File: src/rtl/cvt_pkg.sv
// cvt_pkg: shared types and constants for the int-to-float issue/collect slice.
//   UNIT_LAT_ITOF : latency of the itof converter (input valid -> out_valid)
//   TAG_W_DFLT    : default destination tag width
//   tag_t         : destination tag
//   cvt_rsp_t     : response FIFO entry {data, tag}
package cvt_pkg;

    localparam int UNIT_LAT_ITOF = 2;
    localparam int TAG_W_DFLT    = 5;

    typedef logic [TAG_W_DFLT-1:0] tag_t;

    typedef struct packed {
        logic [31:0] data;
        tag_t        tag;
    } cvt_rsp_t;

endpackage

File: src/rtl/cvt_rsp_fifo.sv
// cvt_rsp_fifo: synchronous first-word-fall-through FIFO for converter results.
// Ports:
//   i_clk, i_rstn      : clock, synchronous active-low reset
//   i_push, i_din      : write strobe and entry
//   i_pop              : consume head (ignored when empty)
//   o_valid, o_dout    : FIFO not empty, head entry (combinational)
//   o_full             : all DEPTH entries occupied
// DEPTH must be a power of two so the pointers wrap by natural overflow.
module cvt_rsp_fifo
    import cvt_pkg::*;
#(
    parameter int  DEPTH = 4,
    parameter type T     = cvt_rsp_t
) (
    input  logic i_clk,
    input  logic i_rstn,
    input  logic i_push,
    input  T     i_din,
    input  logic i_pop,
    output logic o_valid,
    output T     o_dout,
    output logic o_full
);

    localparam int PTR_W = $clog2(DEPTH);

    T                 r_mem [DEPTH];
    logic [PTR_W-1:0] r_wptr;
    logic [PTR_W-1:0] r_rptr;
    logic [PTR_W:0]   r_cnt;
    logic             w_do_push;
    logic             w_do_pop;

    assign o_valid = (r_cnt != '0);
    assign o_full  = (r_cnt == (PTR_W+1)'(DEPTH));
    assign o_dout  = r_mem[r_rptr];

    assign w_do_pop  = i_pop & o_valid;
    // When full, a push is only legal alongside a pop: the head is read
    // before the edge, so reusing its slot in the same cycle is safe.
    assign w_do_push = i_push & (~o_full | w_do_pop);

    always_ff @(posedge i_clk) begin
        if (w_do_push) r_mem[r_wptr] <= i_din;
    end

    always_ff @(posedge i_clk) begin
        if (!i_rstn) begin
            r_wptr <= '0;
            r_rptr <= '0;
            r_cnt  <= '0;
        end else begin
            if (w_do_push) r_wptr <= r_wptr + PTR_W'(1);
            if (w_do_pop)  r_rptr <= r_rptr + PTR_W'(1);
            case ({w_do_push, w_do_pop})
                2'b10:   r_cnt <= r_cnt + (PTR_W+1)'(1);
                2'b01:   r_cnt <= r_cnt - (PTR_W+1)'(1);
                default: r_cnt <= r_cnt;
            endcase
        end
    end

endmodule

File: src/rtl/cvt_issue_ctrl.sv
// cvt_issue_ctrl: issue/collect controller around the non-stallable itof unit.
// Requests are admitted only while a FIFO slot is reserved for them (credit =
// accepted but not yet popped), so a result leaving the converter always has
// room even if the writeback side stalls.
// Ports:
//   sys_clk, rstn                  : clock, synchronous active-low reset
//   req_valid/ready/data/tag       : tagged conversion request
//   cvt_valid, cvt_x               : to converter (combinational from request)
//   cvt_y, cvt_out_valid           : from converter
//   rsp_valid/ready/data/tag       : tagged float result, in acceptance order
//   err                            : sticky protocol error
// Build option: CVT_ISSUE_CHECK_EN enables the err checker and assertions;
// when undefined err is tied to 0.
module cvt_issue_ctrl
    import cvt_pkg::*;
#(
    parameter int UNIT_LAT   = UNIT_LAT_ITOF,
    parameter int FIFO_DEPTH = 4,
    parameter int TAG_W      = TAG_W_DFLT
) (
    input  logic             sys_clk,
    input  logic             rstn,
    input  logic             req_valid,
    output logic             req_ready,
    input  logic [31:0]      req_data,
    input  logic [TAG_W-1:0] req_tag,
    output logic             cvt_valid,
    output logic [31:0]      cvt_x,
    input  logic [31:0]      cvt_y,
    input  logic             cvt_out_valid,
    output logic             rsp_valid,
    input  logic             rsp_ready,
    output logic [31:0]      rsp_data,
    output logic [TAG_W-1:0] rsp_tag,
    output logic             err
);

    localparam int OCC_W = $clog2(FIFO_DEPTH) + 1;

    logic [OCC_W-1:0]                r_occ;
    logic [UNIT_LAT-1:0]             r_tp_vld;
    logic [UNIT_LAT-1:0][TAG_W-1:0]  r_tp_tag;
    logic                            w_accept;
    logic                            w_pop;
    logic                            w_full;
    cvt_rsp_t                        w_push_ent;
    cvt_rsp_t                        w_head;

    // Credit check looks at registered occupancy only, never at rsp_ready.
    assign req_ready = rstn && (r_occ < OCC_W'(FIFO_DEPTH));
    assign w_accept  = req_valid & req_ready;
    assign cvt_valid = w_accept;
    assign cvt_x     = req_data;
    assign w_pop     = rsp_valid & rsp_ready;

    always_ff @(posedge sys_clk) begin
        if (!rstn) begin
            r_occ <= '0;
        end else begin
            case ({w_accept, w_pop})
                2'b10:   r_occ <= r_occ + OCC_W'(1);
                2'b01:   r_occ <= r_occ - OCC_W'(1);
                default: r_occ <= r_occ;
            endcase
        end
    end

    // Tag pipe tracks the converter stage by stage; it never stalls because
    // the converter cannot.
    always_ff @(posedge sys_clk) begin
        if (!rstn) begin
            r_tp_vld <= '0;
        end else begin
            r_tp_vld[0] <= w_accept;
            for (int i = 1; i < UNIT_LAT; i++) r_tp_vld[i] <= r_tp_vld[i-1];
        end
    end

    always_ff @(posedge sys_clk) begin
        r_tp_tag[0] <= req_tag;
        for (int i = 1; i < UNIT_LAT; i++) r_tp_tag[i] <= r_tp_tag[i-1];
    end

    always_comb begin
        w_push_ent      = '0;
        w_push_ent.data = cvt_y;
        w_push_ent.tag  = tag_t'(r_tp_tag[UNIT_LAT-1]);
    end

    cvt_rsp_fifo #(
        .DEPTH (FIFO_DEPTH),
        .T     (cvt_rsp_t)
    ) u_fifo (
        .i_clk   (sys_clk),
        .i_rstn  (rstn),
        .i_push  (cvt_out_valid),
        .i_din   (w_push_ent),
        .i_pop   (w_pop),
        .o_valid (rsp_valid),
        .o_dout  (w_head),
        .o_full  (w_full)
    );

    assign rsp_data = w_head.data;
    assign rsp_tag  = TAG_W'(w_head.tag);

`ifdef CVT_ISSUE_CHECK_EN
    logic r_err;
    logic w_err_evt;

    assign w_err_evt = (cvt_out_valid != r_tp_vld[UNIT_LAT-1])
                     | (cvt_out_valid & w_full & ~w_pop);

    always_ff @(posedge sys_clk) begin
        if (!rstn)          r_err <= 1'b0;
        else if (w_err_evt) r_err <= 1'b1;
    end

    assign err = r_err;

    a_tail_vld: assert property (@(posedge sys_clk) disable iff (!rstn)
        cvt_out_valid == r_tp_vld[UNIT_LAT-1])
        else $warning("cvt_out_valid disagrees with tag pipe");

    a_no_ovf: assert property (@(posedge sys_clk) disable iff (!rstn)
        !(cvt_out_valid && w_full && !w_pop))
        else $warning("push into full response FIFO without pop");
`else
    logic w_unused;
    assign w_unused = &{1'b0, w_full, r_tp_vld[UNIT_LAT-1]};
    assign err      = 1'b0;
`endif

endmodule

File: config.mk
export PLATFORM = sky130hd
export DESIGN_NAME = cvt_issue_ctrl
export DESIGN_NICKNAME = d
export VERILOG_FILES = /design/src/rtl/cvt_pkg.sv /design/src/rtl/cvt_rsp_fifo.sv /design/src/rtl/cvt_issue_ctrl.sv
export SDC_FILE = /design/constraint.sdc
export NUM_CORES = 1
export LEC_CHECK = 0
export CORE_UTILIZATION = 40
export DETAILED_ROUTE_END_ITERATION = 12
export PLACE_DENSITY = 0.66
export SKIP_CTS_REPAIR_TIMING = 1
export SLEW_MARGIN = 10
export SYNTH_ARGS = -nofsm -noshare
export SYNTH_HDL_FRONTEND = slang
export SYNTH_SLANG_ARGS = --single-unit
File: constraint.sdc
create_clock -name sys_clk -period 4 [get_ports sys_clk]
set_clock_uncertainty 0.2 [all_clocks]
set_input_delay 0.6 -clock sys_clk [delete_from_list [all_inputs] [get_ports sys_clk]]
set_output_delay 0.6 -clock sys_clk [all_outputs]
set_load 0.05 [all_outputs]
# Yosys cells after proc, flatten, opt, wreduce, memory -nomap -nowiden

Memories as Yosys holds them, arrays and structs flattened. A register that Yosys moved wholly into a read port is not among the register bits.
Index checks and enable logic that the tools add are counted.

Register bits: 20
Memory bits (writable): 148
Input port bits: 74
Output and inout port bits: 73
Logic and storage cells: 35
Memories kept: 1

$add $sub $neg: 6
Magnitude comparators: 1
Equality and inequality tests: 5
Mux-type cells: 6
Bitwise logic cells: 6
Reduce and logical (&&, ||, !) cells: 4

Memory list:

| name         | words | width | rd ports | clocked after Yosys merged registers in | wr ports | line               | text |
|---|---|---|---|---|---|---|---|
| u_fifo.r_mem | 4     | 37    | 1        | 1                                       | 1        | cvt_rsp_fifo.sv:27 | `T r_mem [DEPTH];` |

Operators by type and width:

| kind                                                               | count |
|---|---|
| 3-bit one-hot mux with 2 select lines                              | 2 |
| 3-bit by 1-bit adder with 3-bit output, second input constant      | 2 |
| 3-bit by 1-bit subtractor with 3-bit output, second input constant | 2 |
| 2-bit by 1-bit adder with 2-bit output, second input constant      | 2 |
| 1-bit bitwise AND                                                  | 4 |
| 2-bit by 1-bit == test with 1-bit output, second input constant    | 2 |
| 2-bit == test, second input constant                               | 2 |
| 2-bit two-way mux                                                  | 2 |
| 2-bit nonzero test                                                 | 2 |
| 3-bit == test, second input constant                               | 1 |
| 3-bit less-than comparator, second input constant                  | 1 |
| 3-bit nonzero test                                                 | 1 |
| 1-bit two-way mux                                                  | 2 |
| 1-bit logical AND                                                  | 1 |
| 1-bit inverter                                                     | 1 |
| 1-bit bitwise OR                                                   | 1 |

# Logic depth before layout (Yosys ltp)

Depth in word-level cells: 7
Mapped depth: 9

# Modules after synthesis

A second synthesis with hierarchy kept.

Cells, all modules: 317
Area, all modules: 6,506.2 um2

By module, submodules not included:

| module         | times used | cells an instance | area each (um2) | sequential area each (um2) |
|---|---|---|---|---|
| cvt_rsp_fifo   | 1          | 252               | 5,873.1         | 4,624.4 |
| cvt_issue_ctrl | 1          | 65                | 633.1           | 260.2 |

# Worst setup path after synthesis

OpenSTA, ideal clock, no wires.

Kind: input to register
Start point: in rstn
End point: reg r_occ[2]
Setup time: 0.076 ns
Arrival time: 2.477 ns
Slack: 1.247 ns
Stages on the path: 8
Path buffers: 0
Cell sequence: nor2b_1 > nand2_1 > ha_1 > inv_1 > fa_1 > xor2_1 > or3_1 > a21boi_0

Longest elaborated chain between the ends: 4
Elaborated cells on any way between the ends: 6
Those cells by class: 2 x eq/ne; 1 x mux; 1 x bitwise; 2 x reduce/logical

RTL lines:

| item                                                                               | line                 | text |
|---|---|---|
| from (decl)                                                                        | cvt_issue_ctrl.sv:22 | `input logic rstn,` |
| 1-bit logical AND                                                                  | cvt_issue_ctrl.sv:50 | `assign req_ready = rstn && (r_occ < OCC_W'(FIFO_DEPTH));` |
| 1-bit bitwise AND                                                                  | cvt_issue_ctrl.sv:51 | `assign w_accept = req_valid & req_ready;` |
| 2-bit by 1-bit == test with 1-bit output / 2-bit == test (equally long branches)   | cvt_issue_ctrl.sv:60 | `case ({w_accept, w_pop})` |
| 3-bit one-hot mux with 2 select lines / 2-bit nonzero test (equally long branches) | -                    |  |
| to (signal assigned)                                                               | cvt_issue_ctrl.sv:61 | `2'b10: r_occ <= r_occ + OCC_W'(1);` |
| to (signal assigned)                                                               | cvt_issue_ctrl.sv:62 | `2'b01: r_occ <= r_occ - OCC_W'(1);` |
| to (signal assigned)                                                               | cvt_issue_ctrl.sv:63 | `default: r_occ <= r_occ;` |
| to (decl)                                                                          | cvt_issue_ctrl.sv:40 | `logic [OCC_W-1:0] r_occ;` |

Parallel ways exist; a longest one is shown, timed or not.
A chain may end at the register's enable or synchronous reset.

==> flow_metrics.env <==
export IMPL_r2r_end="u_fifo.r_cnt[2]"
export IMPL_worst_pin_slew_ns=0.552
export IMPL_slowest_delay_ns=0.73
export IMPL_port_buffers=81
export IMPL_num_vias=2953
export IMPL_internal_power_mw=3.73
export IMPL_drv_cap=0
export IMPL_combPwrFrac=0.275
export IMPL_crit_buf_inv=2
export IMPL_power_share_switching=0.299
export IMPL_p_per_area_nw_per_um2=669
export IMPL_min_from="r_tp_tag[2]"
export IMPL_drt_met1_wl_mm=4.70
export IMPL_hold_viol=0
export IMPL_fin_cells=601
export IMPL_cts_htree_levels=4
export IMPL_start_util=0.407
export IMPL_status="complete, no violations"
export IMPL_synth_area_leaders="edfxtp_1 69%, mux4_2 13%, dfxtp_1 6.8%, buf_4 4.0%, ha_1 1.2%"
export IMPL_worst_setup_path_end_kind="output port"
export IMPL_num_rows=46
export IMPL_synth_seq_cells=170
export IMPL_wl_met2_mm=5.41
export IMPL_r2r_setup_slack_ns=1.38
export IMPL_max_freq_mhz=296
export IMPL_crit_slowest_cell="clkdlybuf4s50_1"
export IMPL_synth_largest_area_cell="edfxtp_1"
export IMPL_drtIter0Drc=120
export IMPL_synth_avg_cell_area_um2=20.9
export IMPL_clkTransAtPathRegs_ns=0.06
export IMPL_cp_max_fo=21
export IMPL_rsz0062_at_grt="false"
export IMPL_dr_pass1_iters=4
export IMPL_cts_buffers_inserted=17
export IMPL_ant_nets=0
export IMPL_ys_types=26
export IMPL_wirelength_mm=11.1
export IMPL_core_um2=15800
export IMPL_period_share=0.844
export IMPL_ys_seq_area_frac=0.758
export IMPL_fp_dieArea_um2=16600
export IMPL_routed_top_layer="met4"
export IMPL_dp_cells=569
export IMPL_required_ns=3.20
export IMPL_grt_pass1_wl_mm=17.2
export IMPL_maxSlewHeadroom=0.631
export IMPL_setup_tns_ns=0
export IMPL_crit_path_start_kind="flop"
export IMPL_vias_per_cell=4.91
export IMPL_yosysWarnings=0
export IMPL_power_frac_seq=0.412
export IMPL_clockBufferDepth=2
export IMPL_cts_tree="yes"
export IMPL_path_cells="buf_12, mux4_2, clkdlybuf4s50_1"
export IMPL_slew_violations=0
export IMPL_syn_area_um2=6450
export IMPL_routabilityCongestion=0.718
export IMPL_syn_nets=390
export IMPL_synthCells=308
export IMPL_num_antenna_cells=0
export IMPL_die_width_um=129
export IMPL_clockRootBuffer="clkbuf_16"
export IMPL_area_growth_pct=23.4
export IMPL_min_period_ns=3.38
export IMPL_p_sw_mw=1.59
export IMPL_synth_top_area_frac=0.689
export IMPL_path_delay_family="buffers and inverters"
export IMPL_criticalPathCategory="reg -> out"
export IMPL_boundaryPins=147
export IMPL_clkSinkCount=170
export IMPL_holdCritPathClass="reg -> reg"
export IMPL_cp_endpoint="rsp_data[25]"
export IMPL_irDropWorstVdd_mv=0.266
export IMPL_drc_errors=0
export IMPL_grt_pass1_vias=3155
export IMPL_path_depth=3
export IMPL_p_clk_frac=0.313
export IMPL_finalNetCount=454
export IMPL_fp_dieH_um=129
export IMPL_grt_max_degree=22
export IMPL_antenna_found_initial=0
export IMPL_drive_above_1_share=0.197
export IMPL_met3_length_um=574
export IMPL_clock_latency_ns=0.42
export IMPL_grt_usage=0.147
export IMPL_wl_per_cell_um=18.4
export IMPL_grt_overflow=0
export IMPL_r2r_cells=9
export IMPL_critPathArrivalTime_ns=2.58
export IMPL_reg2reg_from="u_fifo.r_cnt[2]"
export IMPL_power_leakage_nw=2.57
export IMPL_setup_viol=0
export IMPL_place_hpwl_mm=6.78
## cell type report
cell class                 count  area, um2
multi-input combinational     85       1210
sequential                   170       4890
clock inverter                14        178
tap                          216        270
clock buffer                  18        429
timing repair buffer          87        931
inverter                      11       41.3
fill                        1273       7880
## Yosys cell counts
cell      instances
ha_1              6
nand2_1           7
o41a_1            1
clkbuf_1          1
inv_1            10
o21ai_0           4
xnor2_1           4
nand3_1           1
buf_2             3
fa_1              2
dfxtp_1          22
o311ai_0          1
edfxtp_1        148
inv_2             1
nor2b_1           3
mux4_2           37
conb_1            1
o31a_1            1
and2_1            9
or3_1             2
a21boi_0          2
xor2_1            2
buf_4            34
buf_6             3
mux2i_1           2
clkbuf_2          1
## worst register-to-register path: cells and delay by family (launching register included)
family                   cells  cell delay [ns]
XOR/XNOR                     1             0.16
AO/OA/AOI/OAI                2             0.69
buffers and inverters        3             0.22
flip-flops                   1             0.40
adder cells (fa/ha/maj)      2             0.57
AND/OR/NAND/NOR              1             0.31
## cell usage in the layout, fill, tap and decap left out, drive strengths merged
cell type and instances:
xor2 2, edfxtp 148, o21ai 4, or3 2, inv 12, o41a 1
mux4 37, clkbuf 18, and2 9, clkinv 8, ha 6, xnor2 4
nor2b 3, mux2i 2, bufinv 4, clkinvlp 1, o311ai 1, buf 6
o31a 1, dfxtp 22, clkdlybuf4s50 81, a21boi 2, nand2 7, conb 1
fa 2, nand3 1
## power by group through the flow
stage               logic (mW)  clock network [mW]  registers [mW]
finish                    1.46                1.66            2.19
floorplan                 1.17                   0            2.16
detailed placement        1.48                   0            2.23
CTS                       1.49                1.71            2.20
global route              1.55                1.77            2.21
global placement          1.47                   0            2.22
## worst min path at each step
stage / endpoint / slack, ns / cells after the start
3_5_place_dp: r_tp_tag[7] / 0.11 / 0
6_report: r_tp_tag[7] / 0.13 / 0
5_1_grt: r_tp_tag[7] / 0.13 / 0
4_1_cts: r_tp_tag[7] / 0.13 / 0
3_3_place_gp: r_tp_tag[8] / 0.11 / 0
2_1_floorplan: r_tp_tag[5] / 0.11 / 0
## metrics by stage
stage | power (mW) | hold slack [ns] | setup WS [ns] | area (um2) | util
after floorplan | 3.33 | 0.110 | 1.25 | 6450 | -
after global placement | 3.69 | 0.112 | 0.749 | 7340 | 0.464
after detailed placement | 3.72 | 0.114 | 0.704 | 7340 | 0.464
after CTS | 5.39 | 0.128 | 0.543 | 7950 | 0.502
after global routing | 5.53 | 0.129 | 0.483 | 7950 | 0.502
final | 5.32 | 0.126 | 0.623 | 7950 | 0.502
## kinds of logic (layout without fill, tap and decap cells)
logic type / Yosys count / count (layout) / share of synthesized area
other: 1 / 1 / 0.000582
AOI/OAI and AO/OA: 9 / 9 / 0.00990
buffers and inverters: 53 / 130 / 0.0549
muxes: 39 / 39 / 0.132
adders and majority gates: 8 / 8 / 0.0179
xor gates and xnor gates: 6 / 6 / 0.00815
and+or+nand+nor: 22 / 22 / 0.0184
DFF: 170 / 170 / 0.758
## registers in the layout (all words and copies together) (netlist names), named ones only
name / flops
u_fifo.r_wptr: 2
r_tp_tag: 10
u_fifo.r_rptr: 2
r_occ: 3
u_fifo.r_cnt: 3
u_fifo.r_mem: 148
## routing by layer
metal,global-route usage,vias to the layer above
met4,0.0796,0
met3,0.0482,50
met2,0.229,77
li1,-,1299
met5,0,-
met1,0.182,1527
No activity file was read; power rests on OpenSTA's default activity.
